<file path="config.mk">
export PLATFORM = sky130hd
export DESIGN_NAME = control_sequencer_flat
export DESIGN_NICKNAME = d
export VERILOG_FILES = /design/src/rtl/control_sequencer_pkg.sv /design/src/rtl/control_sequencer_if.sv /design/src/rtl/control_decode.sv /design/src/rtl/control_sequencer.sv /design/src/flat_wrapper.sv
export SDC_FILE = /design/constraint.sdc
export NUM_CORES = 1
export LEC_CHECK = 0
export BUFFER_PORTS_ARGS = -buffer_cell sky130_fd_sc_hd__buf_4
export CAP_MARGIN = 0
export CORE_MARGIN = 2
export CORE_UTILIZATION = 28
export CTS_CLUSTER_DIAMETER = 60
export DETAILED_ROUTE_END_ITERATION = 10
export SYNTH_ARGS = -nofsm -noshare
export SYNTH_HDL_FRONTEND = slang
export SYNTH_SLANG_ARGS = --single-unit
export TNS_END_PERCENT = 1
</file>
<file path="constraint.sdc">
create_clock -name clk -period 1.7 [get_ports clk]
set_input_delay 0 -clock clk [delete_from_list [all_inputs] [get_ports clk]]
set_output_delay 0 -clock clk [all_outputs]
set_load 0.05 [all_outputs]
</file>
<file path="src/rtl/control_sequencer_pkg.sv">
// Shared types and encodings for the control sequencer: FSM states,
// instruction fields, the strobe bundle and the reset constants.
package control_sequencer_pkg;

   typedef enum logic [2:0] {
      ST_IDLE  = 3'd0,
      ST_FETCH = 3'd1,
      ST_EXEC  = 3'd2,
      ST_IMM   = 3'd3,
      ST_JUMP  = 3'd4,
      ST_HALT  = 3'd5
   } seqState_t;

   typedef enum logic [1:0] {
      OP_MOV = 2'd0,
      OP_JMP = 2'd1,
      OP_HLT = 2'd2,
      OP_NOP = 2'd3
   } op_t;

   typedef enum logic [1:0] {
      SRC_A    = 2'd0,
      SRC_X    = 2'd1,
      SRC_IMM  = 2'd2,
      SRC_NONE = 2'd3
   } src_t;

   typedef enum logic [1:0] {
      DST_A = 2'd0,
      DST_B = 2'd1,
      DST_X = 2'd2,
      DST_Q = 2'd3
   } dst_t;

   // load is ordered {q, x, b, a}
   typedef struct packed {
      logic       romOeBar;
      logic       assertBarA;
      logic       assertBarX;
      logic [3:0] load;
      logic       halted;
   } strobes_t;

   localparam logic [7:0] RESET_PC = 8'h00;
   localparam logic [7:0] RESET_IR = 8'h00;

   localparam strobes_t STROBES_IDLE = '{romOeBar: 1'b1, assertBarA: 1'b1,
                                         assertBarX: 1'b1, load: 4'b0000,
                                         halted: 1'b0};

   // code is ir[7:2]; the two low instruction bits carry no meaning
   function automatic op_t opOf(input logic [5:0] code);
      return op_t'(code[5:4]);
   endfunction

   function automatic src_t srcOf(input logic [5:0] code);
      return src_t'(code[3:2]);
   endfunction

   function automatic dst_t dstOf(input logic [5:0] code);
      return dst_t'(code[1:0]);
   endfunction

   function automatic logic [3:0] dstLoad(input dst_t d);
      logic [3:0] vec;
      case (d)
         DST_A:   vec = 4'b0001;
         DST_B:   vec = 4'b0010;
         DST_X:   vec = 4'b0100;
         DST_Q:   vec = 4'b1000;
         default: vec = 4'b0000;
      endcase
      return vec;
   endfunction

endpackage

</file>
<file path="src/rtl/control_sequencer_if.sv">
// Bus-side signals of the control sequencer; master is the sequencer.
// The step line exists only when SEQ_SINGLE_STEP_EN is defined.
interface control_sequencer_if;

   logic [7:0] dbus;
   logic [7:0] pc;
   logic [7:0] ir;
   logic       rom_oe_bar;
   logic       load_a;
   logic       load_b;
   logic       load_x;
   logic       load_q;
   logic       assert_bar_a;
   logic       assert_bar_x;
   logic       halted;
`ifdef SEQ_SINGLE_STEP_EN
   logic       step;
`endif

   modport master (
      input  dbus,
`ifdef SEQ_SINGLE_STEP_EN
      input  step,
`endif
      output pc, ir, rom_oe_bar, load_a, load_b, load_x, load_q,
             assert_bar_a, assert_bar_x, halted
   );

   modport slave (
      output dbus,
`ifdef SEQ_SINGLE_STEP_EN
      output step,
`endif
      input  pc, ir, rom_oe_bar, load_a, load_b, load_x, load_q,
             assert_bar_a, assert_bar_x, halted
   );

endinterface

</file>
<file path="src/rtl/control_decode.sv">
// Purely combinational strobe decode from the FSM state and the
// meaningful instruction bits ir[7:2].
module control_decode
   import control_sequencer_pkg::*;
(
   input  seqState_t  state,
   input  logic [5:0] irCode,
   output strobes_t   strobes
);

   // Map state and instruction fields to bus strobes; at most one bus driver.
   always_comb begin
      strobes = STROBES_IDLE;
      case (state)
         ST_IDLE: begin
            strobes = STROBES_IDLE;
         end
         ST_FETCH, ST_JUMP: begin
            strobes.romOeBar = 1'b0;
         end
         ST_EXEC: begin
            if (opOf(irCode) == OP_MOV && srcOf(irCode) == SRC_A) begin
               strobes.assertBarA = 1'b0;
               strobes.load       = dstLoad(dstOf(irCode));
            end else if (opOf(irCode) == OP_MOV && srcOf(irCode) == SRC_X) begin
               strobes.assertBarX = 1'b0;
               strobes.load       = dstLoad(dstOf(irCode));
            end else begin
               strobes = STROBES_IDLE;
            end
         end
         ST_IMM: begin
            strobes.romOeBar = 1'b0;
            strobes.load     = dstLoad(dstOf(irCode));
         end
         ST_HALT: begin
            strobes.halted = 1'b1;
         end
         default: begin
            strobes = STROBES_IDLE;
         end
      endcase
   end

endmodule

</file>
<file path="src/rtl/control_sequencer.sv">
// Microcoded control sequencer: holds state, pc and ir; strobes come from
// control_decode. Define SEQ_SINGLE_STEP_EN to gate every state on step.
module control_sequencer
   import control_sequencer_pkg::*;
(
   input  logic             clk,
   input  logic             reset,
   control_sequencer_if.master bus
);

   seqState_t  state_r;
   logic [7:0] pc_r;
   logic [7:0] ir_r;
   logic       advance_s;
   strobes_t   strobes_s;

`ifdef SEQ_SINGLE_STEP_EN
   assign advance_s = bus.step;
`else
   assign advance_s = 1'b1;
`endif

   // Sequencer FSM with pc and ir; only dbus feeds data into the registers.
   always_ff @(posedge clk or posedge reset) begin
      if (reset) begin
         state_r <= ST_IDLE;
         pc_r    <= RESET_PC;
         ir_r    <= RESET_IR;
      end else if (advance_s) begin
         case (state_r)
            ST_IDLE: begin
               state_r <= ST_FETCH;
            end
            ST_FETCH: begin
               ir_r    <= bus.dbus;
               pc_r    <= pc_r + 8'd1;
               state_r <= ST_EXEC;
            end
            ST_EXEC: begin
               case (opOf(ir_r[7:2]))
                  OP_MOV:  state_r <= (srcOf(ir_r[7:2]) == SRC_IMM) ? ST_IMM : ST_FETCH;
                  OP_JMP:  state_r <= ST_JUMP;
                  OP_HLT:  state_r <= ST_HALT;
                  default: state_r <= ST_FETCH;
               endcase
            end
            ST_IMM: begin
               pc_r    <= pc_r + 8'd1;
               state_r <= ST_FETCH;
            end
            ST_JUMP: begin
               pc_r    <= bus.dbus;
               state_r <= ST_FETCH;
            end
            ST_HALT: begin
               state_r <= ST_HALT;
            end
            default: begin
               state_r <= ST_IDLE;
            end
         endcase
      end
   end

   control_decode u_decode (
      .state   (state_r),
      .irCode  (ir_r[7:2]),
      .strobes (strobes_s)
   );

   assign bus.pc           = pc_r;
   assign bus.ir           = ir_r;
   assign bus.rom_oe_bar   = strobes_s.romOeBar;
   assign bus.assert_bar_a = strobes_s.assertBarA;
   assign bus.assert_bar_x = strobes_s.assertBarX;
   assign bus.load_a       = strobes_s.load[0];
   assign bus.load_b       = strobes_s.load[1];
   assign bus.load_x       = strobes_s.load[2];
   assign bus.load_q       = strobes_s.load[3];
   assign bus.halted       = strobes_s.halted;

endmodule
</file>
<file path="src/flat_wrapper.sv">
// flat-port wrapper written by rule: the top's interface ports become plain ports
module control_sequencer_flat import control_sequencer_pkg::*;
  (clk, reset, bus_dbus, bus_pc, bus_ir, bus_rom_oe_bar, bus_load_a, bus_load_b, bus_load_x, bus_load_q, bus_assert_bar_a, bus_assert_bar_x, bus_halted);
  control_sequencer_if bus_i ();
  input  logic clk;
  input  logic reset;
  input wire logic [$bits(bus_i.dbus)-1:0] bus_dbus;
  output wire logic [$bits(bus_i.pc)-1:0] bus_pc;
  output wire logic [$bits(bus_i.ir)-1:0] bus_ir;
  output wire logic [$bits(bus_i.rom_oe_bar)-1:0] bus_rom_oe_bar;
  output wire logic [$bits(bus_i.load_a)-1:0] bus_load_a;
  output wire logic [$bits(bus_i.load_b)-1:0] bus_load_b;
  output wire logic [$bits(bus_i.load_x)-1:0] bus_load_x;
  output wire logic [$bits(bus_i.load_q)-1:0] bus_load_q;
  output wire logic [$bits(bus_i.assert_bar_a)-1:0] bus_assert_bar_a;
  output wire logic [$bits(bus_i.assert_bar_x)-1:0] bus_assert_bar_x;
  output wire logic [$bits(bus_i.halted)-1:0] bus_halted;
  assign bus_i.dbus = bus_dbus;
  assign bus_pc = bus_i.pc;
  assign bus_ir = bus_i.ir;
  assign bus_rom_oe_bar = bus_i.rom_oe_bar;
  assign bus_load_a = bus_i.load_a;
  assign bus_load_b = bus_i.load_b;
  assign bus_load_x = bus_i.load_x;
  assign bus_load_q = bus_i.load_q;
  assign bus_assert_bar_a = bus_i.assert_bar_a;
  assign bus_assert_bar_x = bus_i.assert_bar_x;
  assign bus_halted = bus_i.halted;
  control_sequencer u_core (.clk(clk), .reset(reset), .bus(bus_i));
endmodule
</file>
# After elaboration in Yosys (flattened, before gate mapping)
# Index checks and enable logic that the tools add are counted.
# classes
mux,13
n_addsub,1
n_eq_ne,12
reduce_logical,10
# op_table
op,n
$pmux W4 S4,1
$pmux W8 S2,1
$pmux W3 S4,1
$pmux W3 S3,1
$add A8 B1 Y8 const B,1
$eq A2 B2 Y1 const B,4
$pmux W4 S2,1
$eq A2 B1 Y1 const B,3
$eq A3 B2 Y1 const B,2
$eq A3 B3 Y1 const B,2
$logic_not A2 Y1,3
$reduce_or A3 Y1,2
$mux W5,1
$mux W1,4
$mux W2,2
$mux W4,1
$eq A3 B1 Y1 const B,1
$logic_not A3 Y1,1
$logic_and A1 B1 Y1,2
$reduce_bool A2 Y1,1
$reduce_or A2 Y1,1
# totals
reg_bits,19
output_inout_bits,24
wordCells,39
input_bits,10

# Logic depth before layout (Yosys ltp)
# Gate-level depths: netlist (run 1).
# logic_depth
ltp_word,5
ltp_mapped,6
depth_no_buf,6

# Hierarchy
# From an unflattened synthesis (run 1), not the netlist that was laid out.
# unflattened
cells_unflattened,104
hier_area_um2,1089.8
# by_module_without_submodules
mod,instances,seq_area_each_um2,cells_per_inst,area_per_inst_um2
control_sequencer,1,475.5,89,987.2
control_decode,1,0.0,15,102.6

# Least setup slack after synthesis (run 1)
# No wires, ideal clock.
# synth_path
path_kind,reg-to-output
start,register u_core.ir_r[7] (netlist: u_core.bus.ir[7])
end,output bus_load_x
path_slack_ns,-0.713
required_time_ns,1.700
t_arrival_ns,2.413
stages_incl_launch_ff,6
n_path_buf,0
cell_sequence,dfrtp_1 -> inv_1 -> ha_1 -> nor2b_1 -> o21ai_0 -> nor3b_1
# synth_between
elab_chain_len,5
elab_cells_between_ends,6
cone_classes,mux: 3; reduce/logical: 3
# synth_rtl
item,line_no,source
from (decl),control_sequencer.sv:13,logic [7:0] ir_r;
from (signal assigned),control_sequencer.sv:35,ir_r <= bus.dbus;
$logic_not A2 Y1 *,"control_decode.sv:22, control_decode.sv:25",
$logic_and A1 B1 Y1,control_decode.sv:25,end else if (opOf(irCode) == OP_MOV && srcOf(irCode) == SRC_X) begin
$mux W5,control_decode.sv:25,
$mux W4 *,control_decode.sv:22,if (opOf(irCode) == OP_MOV && srcOf(irCode) == SRC_A) begin
$pmux W4 S2 *,control_decode.sv:14,case (state)
to (decl),flat_wrapper.sv:13,output wire logic [$bits(bus_i.load_x)-1:0] bus_load_x;
# Every way passes the cells marked *; elsewhere a longest branch is shown, timed or not.

# Final worst setup path (run 1)
# layout_path
start,register u_core.state_r[0]
end,output bus_load_x
# layout_between
elab_chain_len,2
elab_cells_between_ends,3
cone_classes,eq/ne: 2; mux: 1
# layout_rtl
item,line_no,source
from (decl),control_sequencer.sv:11,seqState_t state_r;
from (signal assigned),control_sequencer.sv:41,OP_MOV: state_r <= (srcOf(ir_r[7:2]) == SRC_IMM) ? ST_IMM : ST_FETCH;
$eq A3 B2 Y1,control_decode.sv:14,
$pmux W4 S2 *,control_decode.sv:14,
# Marks and branches as above.

==> results of run 1 <==
## final timing paths
path                                    endpoint  cells past startpoint  slack [ps]               from
worst max-delay path                  bus_load_x                      5          70  u_core.state_r[0]
worst min-delay path            u_core.bus.ir[6]                      3          20        bus_dbus[6]
worst max register to register  u_core.bus.pc[6]                      5         140   u_core.bus.pc[1]
worst min register to register  u_core.bus.ir[0]                      1         540   u_core.bus.ir[0]
max in group asynchronous       u_core.bus.pc[0]                      3         760              reset
min in group asynchronous       u_core.bus.ir[0]                      3         430              reset
## repair_timing
action,CTS,global route
endpoints found under the setup margin,3,6
resized for setup,3,7
buffers inserted,5,2
pin swaps,1,1
hold buffers,7,0
hold endpoints to repair,25,0
## per-stage QoR
step,cells,cell area [µm²],worst slack (ps),utilization [%]
floorplan,122,1169,-160.9,-
global placement,206,1495,198.5,37.92
detailed placement,206,1495,113.0,37.92
CTS,222,1660,7.209,42.11
global route,224,1698,5.321,43.07
finish,224,1698,67.32,43.07
## critical path: stages, from the launching register on
cell	delay, ps
dfrtp_1	550
buf_4	230
o21ai_2	80
buf_4	150
nor3b_4	180
buf_6	180
## state kept, by name, indices dropped and copies added, names as in the netlist
signal          cells
u_core.bus.ir       8
u_core.bus.pc       8
u_core.state_r      3
## final cells by class
class                   instances  share of cell area [%]
repair buffers                 55                   25.79
clock buffers                   3                   2.432
flip-flops and latches         19                   28.08
clock inverters                 1                  0.2948
multi-input cells              90                   38.39
well taps                      50                   3.685
inverters                       6                   1.326
## cell families after synthesis
family | Yosys count | synth area share, %
AOI/OAI and AO/OA | 33 | 17.71
xor gates and xnor gates | 2 | 1.540
adders and majority gates | 4 | 4.401
buffers and inverters | 13 | 5.830
DFF | 19 | 41.80
muxes | 8 | 7.700
and+or+nand+nor | 43 | 21.01
## layout by cell type, fill, tap and decap left out, types with 3 or more instances in the layout
cell type | netlist | layout
o21ai_0 | 10 | 9
ha_1 | 4 | 3
nor2b_1 | 5 | 4
dfrtp_1 | 19 | 18
clkbuf_8 | 0 | 3
nor2_1 | 8 | 8
mux2_2 | 6 | 6
inv_1 | 6 | 4
a22oi_1 | 3 | 3
buf_4 | 0 | 46
dlygate4sd3_1 | 0 | 7
nor3_1 | 6 | 5
nand2_1 | 8 | 8
a21oi_1 | 9 | 9
nand3_1 | 3 | 3
## routing by layer
metal | global-route usage [%] | routed length, µm | vias to the layer above
met4 | 6.633 | 61 | 0
met5 | 0 | 0 | -
li1 | - | - | 536
met2 | 22.67 | 1494 | 33
met1 | 18.89 | 1364 | 544
met3 | 3.333 | 157 | 9
==> impl_metrics.json, run 1 <==
{
  "synth_common_cells": "dfrtp_1 (19), o21ai_0 (10), a21oi_1 (9), nand2_1 (8), nor2_1 (8)",
  "period_share_pct": 96.04,
  "syn2layout_area_growth_pct": 49.29,
  "crit_arrival_ps": 1630,
  "ys_types": 35,
  "grt_pass1_wl_mm": 4.940,
  "holdWs_ps": 21.00,
  "viasPerCell": 5.009,
  "drv_slew": 0,
  "dr.pass1.iters": 4,
  "start_kind": "flop",
  "core_area_um2": 3943,
  "maxCapViolations": 0,
  "synth-edff-count": 0,
  "rsz0062_at_grt": "false",
  "final_nets": 189,
  "cp_max_fo": 9,
  "crit_required_ps": 1700,
  "cts.sinks": 19,
  "syn_inst": 122,
  "clk_path_buf_depth": 2,
  "fin_worst_skew_ps": 6.696,
  "first_global_vias": 1065,
  "diodes": 0,
  "post_route_cells_drive_above_1_share_pct": 40.80,
  "gr-total-overflow": 0,
  "max_freq_mhz": 612.5,
  "port_buffers": 33,
  "min_path_type": "input pin to flop",
  "clk_pin_slew_ps": 80,
  "clock_latency_ps": 260,
  "criticalPathCategory": "flop to output port",
  "worst_slew_pin_slew_ps": 754.5,
  "min_period_ps": 1633,
  "synthArstFlopShare_pct": 100.0,
  "register_area_um2": 476.7,
  "num_rows": 23,
  "cts_root_buffer": "clkbuf_8",
  "tns_ps": 0,
  "hold_viol": 0,
  "initial_utilization_pct": 28.85,
  "grt_usage_pct": 14.49,
  "multi_input_area_um2": 651.9,
  "drt-initial-drc-count": 31,
  "die_y_um": 67.74,
  "ys_ff_latch": 19,
  "synth_area_per_cell_um2": 9.322,
  "wl_mm": 3.078,
  "fill_cells": 363,
  "pin_count": 34,
  "wl_per_cell_um": 13.74,
  "grt_antenna_before_repair": 0,
  "num_vias": 1122,
  "slew_headroom_pct": 49.64,
  "seq_area_frac_synth_pct": 41.80,
  "setup-violations-final": 0,
  "drc": 0,
  "syn_nets": 136,
  "yosysWarnings": 0,
  "synth.top_cells.by_area": "dfrtp_1 (42%), mux2_2 (5.9%), ha_1 (4.4%)",
  "yosys.area.top_type_share_pct": 41.80,
  "gp_congestion": 0.8282,
  "cts_buffers": 3,
  "die_x_um": 67.74,
  "synth_flop_cell": "dfrtp_1",
  "synth_area_um2": 1137,
  "yosysMostFrequentCell": "dfrtp_1",
  "status": "complete, no violations",
  "synth_area_leader_cell": "dfrtp_1",
  "dp_hpwl_mm": 2.246,
  "die-area_um2": 4588,
  "tritoncts": "done",
  "crit_path_end_kind": "output port",
  "grt_max_degree": 20,
  "ant_nets": 0,
  "htreeDepth": 1
}
Power of run 1 is not shown: default switching activity piles up to over one toggle a cycle in this logic, so the estimate is an artifact.
==> inputs of run 2 (changes only) <==
--- a/config.mk
+++ b/config.mk
@@ -5,12 +5,13 @@
 export SDC_FILE = /design/constraint.sdc
 export NUM_CORES = 1
 export LEC_CHECK = 0
+export ABC_AREA = 1
 export BUFFER_PORTS_ARGS = -buffer_cell sky130_fd_sc_hd__buf_4
 export CAP_MARGIN = 0
-export CORE_MARGIN = 2
 export CORE_UTILIZATION = 28
 export CTS_CLUSTER_DIAMETER = 60
 export DETAILED_ROUTE_END_ITERATION = 10
+export PLACE_DENSITY = 0.46
 export SYNTH_ARGS = -nofsm -noshare
 export SYNTH_HDL_FRONTEND = slang
 export SYNTH_SLANG_ARGS = --single-unit
==> impl_metrics.json, run 2 <==
{
  "r2r_cells": 5,
  "gp_congestion": 0.7965,
  "rrSetupSlack_ps": 350,
  "hold_path_startpoint": "bus_dbus[5]",
  "min_period_ps": 1607,
  "grt_antenna_before_repair": 0,
  "synth_common_cells": "nand2_1 (43), nand3_1 (20), dfrtp_1 (19), inv_1 (16), nor2_1 (15)",
  "viasPerCell": 4.466,
  "htreeDepth": 1,
  "grt_pass1_wl_mm": 4.671,
  "fin_worst_skew_ps": 1.318,
  "die_x_um": 64.14,
  "slew_headroom_pct": 46.36,
  "register_area_um2": 475.5,
  "yosysWarnings": 0,
  "dp_hpwl_mm": 2.096,
  "setup-violations-final": 0,
  "num_rows": 22,
  "p_leak_nw": 0.8133,
  "crit_arrival_ps": 1610,
  "worst_ir_drop_vdd_uv": 809.3,
  "path_common_cell": "inv_2",
  "critical-path-top-delay-family": "buffers and inverters",
  "maxCapViolations": 0,
  "port_buffers": 33,
  "synthArstFlopShare_pct": 100.0,
  "final_nets": 205,
  "final_common_cell": "nand2_1",
  "wl_mm": 2.835,
  "grt_usage_pct": 14.73,
  "startpoint": "u_core.bus.ir[6]",
  "status": "complete, no violations",
  "multi_input_area_um2": 581.8,
  "fill_cells": 402,
  "min_path_type": "input pin to flop",
  "syn_nets": 159,
  "ys_types": 20,
  "synth-edff-count": 0,
  "cp_max_fo": 4,
  "drv_slew": 0,
  "synth_area_leader_cell": "dfrtp_1",
  "crit_path_end_kind": "output port",
  "clock_latency_ps": 260,
  "synth_area_per_cell_um2": 7.455,
  "die-area_um2": 4113,
  "tns_ps": 0,
  "die_y_um": 64.14,
  "hold-path-cell-count": 3,
  "diodes": 0,
  "criticalPathCategory": "flop to output port",
  "total_power_mw": 3.418,
  "wl_per_cell_um": 11.91,
  "syn2layout_area_growth_pct": 48.50,
  "start_kind": "flop",
  "initial_utilization_pct": 29.31,
  "period_share_pct": 94.55,
  "cts.sinks": 19,
  "tritoncts": "done",
  "min_to": "u_core.bus.ir[5]",
  "core_area_um2": 3689,
  "power_density_nw_per_um2": 2129,
  "synth_flop_cell": "dfrtp_1",
  "rr_startpoint": "u_core.state_r[0]",
  "ant_nets": 0,
  "slowest_delay_ps": 430,
  "reg2reg_to": "u_core.bus.ir[2]",
  "synth_area_um2": 1081,
  "worst_slew_pin_slew_ps": 803.6,
  "hold_viol": 0,
  "yosysMostFrequentCell": "nand2_1",
  "crit_required_ps": 1700,
  "clk_pin_slew_ps": 70,
  "cp_slowest_cell": "dfrtp_1",
  "cts_buffers": 3,
  "crit_chain": "inv_2 -> ha_4 -> inv_2 -> nor2_4 -> o21ai_4 -> buf_12 -> nor3_4 -> buf_6",
  "drt-initial-drc-count": 31,
  "gr-total-overflow": 0,
  "synth.top_cells.by_area": "dfrtp_1 (44%), nand2_1 (15%), nand3_1 (9.3%)",
  "num_vias": 1063,
  "pin_count": 34,
  "post_route_cells_drive_above_1_share_pct": 31.05,
  "grt_max_degree": 20,
  "clk_path_buf_depth": 2,
  "dr.pass1.iters": 4,
  "critPathBufInv": 4,
  "final_cell_mix": "nand2_1 (43), buf_4 (32), nand3_1 (20)",
  "syn_inst": 145,
  "first_global_vias": 1030,
  "seq_area_frac_synth_pct": 43.98,
  "max_freq_mhz": 622.2,
  "cts_root_buffer": "clkbuf_8",
  "yosys.area.top_type_share_pct": 43.98,
  "ys_ff_latch": 19,
  "drc": 0
}
-- run 2: cell count changes in the layout (fill, tap and decap cells not counted), moves of 6 or more --
cell     previous run  this run
nor2_1              8        14
nand2_1             8        43
nand3_1             3        20
mux2_2              6         0
buf_4              46        32
inv_1               4        13
o21ai_0             9         3
-- run 2: cell families after synthesis --
| kind of cell | Yosys count | synth area share [%] |
|---|---|---|
| buffers and inverters | 22 | 9.260 |
| adders and majority gates | 4 | 4.630 |
| DFF | 19 | 43.98 |
| AOI/OAI and AO/OA | 12 | 6.134 |
| and+or+nand+nor | 88 | 36.00 |
-- run 2: where the power goes --
group	switching [mW]	total (mW)	internal, mW
clock network	0.160	0.327	0.167
registers	0.274	0.935	0.661
logic	1.47	2.16	0.690
total	1.90	3.42	1.52
-- run 2: how the worst max path moves through the flow --
stage	to	cells past startpoint
floorplan	bus_load_a	6
global placement	bus_load_q	7
detailed placement	bus_load_x	7
CTS	bus_load_x	7
global route	bus_load_a	8
finish	bus_load_a	8
-- run 2: routing by layer --
metal / vias to the layer above / track usage (%) / wire [µm]
li1: 553 / - / -
met1: 480 / 19.53 / 1320
met2: 25 / 24.47 / 1372
met3: 5 / 2.143 / 106
met4: 0 / 5.000 / 35
met5: - / 0 / 0
-- run 2: cell type report --
type / count / area share [%]
tap: 48 / 3.741
timing repair buffer: 43 / 22.76
clock buffer: 4 / 2.806
sequential: 19 / 29.62
inverter: 20 / 4.832
multi-input combinational: 104 / 36.24
-- run 2: through the flow --
| step | worst slack, ps | instances | util (%) | cell area [µm²] | hold slack [ps] |
|---|---|---|---|---|---|
| floorplan | 32.43 | 145 | - | 1130 | -48.87 |
| global placement | 342.8 | 224 | 38.37 | 1415 | 215.3 |
| detailed placement | 287.2 | 224 | 38.37 | 1415 | 215.0 |
| CTS | 73.31 | 234 | 41.49 | 1530 | 2.910 |
| global route | -14.77 | 238 | 43.52 | 1605 | 25.80 |
| finish | 92.71 | 238 | 43.52 | 1605 | 6.599 |
-- run 2: repair_timing --
action	4_1_cts	5_1_grt
buffers inserted	0	4
endpoints found under the hold margin	27	0
gates resized for setup	2	10
pin swaps	0	2
endpoints found under the setup margin	4	4
hold buffers	6	0
-- run 2: worst reg2reg max path, cell delays in order, from the launching register on --
cell	delay [ps]
dfrtp_1	500
nand2_4	130
inv_4	160
nand2_2	200
nor2_1	200
a21oi_2	40
Power figures use the tool's default switching activity.
==> inputs of run 3 (changes only) <==
--- a/config.mk
+++ b/config.mk
@@ -11,8 +11,9 @@
 export CORE_UTILIZATION = 28
 export CTS_CLUSTER_DIAMETER = 60
 export DETAILED_ROUTE_END_ITERATION = 10
-export PLACE_DENSITY = 0.46
+export PLACE_DENSITY = 0.45
 export SYNTH_ARGS = -nofsm -noshare
 export SYNTH_HDL_FRONTEND = slang
+export SYNTH_HIERARCHICAL = 1
 export SYNTH_SLANG_ARGS = --single-unit
 export TNS_END_PERCENT = 1
==> impl_metrics.json, run 3 <==
{
  "min_period_ps": 1393,
  "synth_area_leader_cell": "dfrtp_1",
  "rrSetupSlack_ps": 390,
  "synth_area_per_cell_um2": 7.556,
  "max_freq_mhz": 718.1,
  "synth-edff-count": 0,
  "post_route_cells_drive_above_1_share_pct": 25.51,
  "placedCellCount": 236,
  "clock_latency_ps": 260,
  "yosysMostFrequentCell": "nand2_1",
  "stdcell_area_um2": 1565,
  "min_path_type": "input pin to flop",
  "gp_congestion": 0.7467,
  "r2r_cells": 7,
  "setup-violations-final": 0,
  "startpoint": "u_core/state_r[2]",
  "rsz0062_at_grt": "false",
  "hold_viol": 0,
  "ys_types": 25,
  "synth.top_cells.by_area": "dfrtp_1 (41%), nand2_1 (15%), nor2_1 (7.1%)",
  "drc": 0,
  "synthAdderAreaFrac_pct": 4.301,
  "cts_resized": 0,
  "p_leak_nw": 0.8075,
  "cts.sinks": 19,
  "clk_path_buf_depth": 2,
  "ant_nets": 0,
  "crit_path_end_kind": "output port",
  "fin_cells": 246,
  "final_common_cell": "nand2_1",
  "dpl-instance-area_um2": 1459,
  "die-area_um2": 4418,
  "synth_area_um2": 1164,
  "cp_max_fo": 5,
  "tritoncts": "done",
  "num_rows": 23,
  "fin_worst_skew_ps": 8.052,
  "ys_ff_latch": 19,
  "crit_arrival_ps": 1390,
  "yosysWarnings": 6,
  "reg2reg_to": "u_core/bus.pc[7]",
  "syn_inst": 154,
  "yosys.area.top_type_share_pct": 40.86,
  "htreeDepth": 1,
  "synth-xor-area-share_pct": 1.505,
  "crit_required_ps": 1700,
  "final_cell_mix": "nand2_1 (47), buf_4 (33), nor2_1 (22)",
  "gr-total-overflow": 0,
  "diodes": 0,
  "grt_usage_pct": 14.44,
  "syn_nets": 168,
  "core_area_um2": 4000,
  "worst_ir_drop_vdd_uv": 645.7,
  "dr.pass1.iters": 4,
  "slew_headroom_pct": 50.03,
  "syn2layout_area_growth_pct": 34.52,
  "clk_pin_slew_ps": 80,
  "synth_flop_cell": "dfrtp_1",
  "die_y_um": 66.47,
  "cts_buffers": 3,
  "criticalPathCategory": "flop to output port",
  "dp_hpwl_mm": 2.203,
  "grt_antenna_before_repair": 0,
  "synth_common_cells": "nand2_1 (47), nor2_1 (22), dfrtp_1 (19), inv_1 (18), o21ai_0 (12)",
  "wl_per_cell_um": 11.44,
  "min_to": "u_core/bus.ir[3]",
  "grt_max_degree": 20,
  "period_share_pct": 81.91,
  "hold-path-cell-count": 3,
  "status": "complete, no violations",
  "synthArstFlopShare_pct": 100.0,
  "hold_path_startpoint": "bus_dbus[3]",
  "worst_slew_pin_slew_ps": 748.7,
  "num_vias": 1096,
  "power_density_nw_per_um2": 2185,
  "port_buffers": 33,
  "wl_mm": 2.815,
  "first_global_vias": 1052,
  "cts_root_buffer": "clkbuf_8",
  "synth_top_family_by_area": "simple AND/OR/NAND/NOR gates",
  "synth-simple-area-share_pct": 33.76,
  "start_kind": "flop",
  "tns_ps": 0,
  "drv_slew": 0,
  "seq_area_frac_synth_pct": 40.86,
  "grt_pass1_wl_mm": 4.795,
  "drt-initial-drc-count": 36,
  "die_x_um": 66.47,
  "synthMuxAreaShare_pct": 0,
  "rr_startpoint": "u_core/state_r[0]",
  "final_nets": 211,
  "synth_compound_area_share_pct": 10.97,
  "maxCapViolations": 0,
  "initial_utilization_pct": 29.09,
  "viasPerCell": 4.455,
  "pin_count": 34
}
[run 3: cell families after synthesis]
group	Yosys count
simple gates	87
compound gates	19
fa+ha+maj	4
flops	19
buf+inv	23
xor+xnor	2
[run 3: stage by stage]
stage / hold WS (ps) / util (%) / total power [mW] / setup WS, ps
5_1_grt: 30.70 / 39.13 / 3.712 / 136.7
3_3_place_gp: 197.5 / 36.47 / 3.101 / 393.4
2_1_floorplan: -48.87 / - / 2.511 / 51.08
4_1_cts: 22.02 / 39.13 / 3.462 / 282.0
6_report: 20.81 / 39.13 / 3.421 / 307.5
3_5_place_dp: 188.1 / 36.47 / 3.117 / 394.4
[run 3: timing repair]
action,CTS,global route
hold endpoints to repair,24,0
hold buffers,6,0
endpoints found under the setup margin,0,0
setup buffers,0,0
[run 3: cell type report]
| cell class | count | area [µm²] |
|---|---|---|
| fill | 433 | 2435 |
| multi-input combinational | 112 | 588.1 |
| sequential | 19 | 475.5 |
| timing repair buffer | 39 | 307.8 |
| inverter | 22 | 85.08 |
| tap | 50 | 62.56 |
| clock buffer | 3 | 41.29 |
| clock inverter | 1 | 5.005 |
[run 3: routing by layer]
metal	GRT usage [%]	up-vias	share of wire (%)
met5	0	-	0
met2	26.40	23	51
met1	17.11	501	45
li1	-	570	-
met3	1.541	2	3.8
met4	5.585	0	0.82
[run 3: how the worst max path moves through the flow]
stage	end	slack, ps
final	bus_load_x	310
after detailed placement	u_core/bus.pc[7]	390
after global routing	bus_load_a	140
after floorplan	bus_rom_oe_bar	50
after global placement	u_core/bus.pc[7]	390
after CTS	bus_load_x	280
[run 3: critical path, stage by stage, from the launching register on]
cell     delay (ps)
dfrtp_1         460
inv_1           110
nand2_1          80
nor2_1          100
nand2_1          70
nor2_1          100
buf_4           200
[run 3: where the power goes]
group | internal [mW] | switching (mW) | total, mW
Combinational | 0.658 | 1.51 | 2.16
Sequential | 0.664 | 0.274 | 0.939
Clock | 0.163 | 0.155 | 0.317
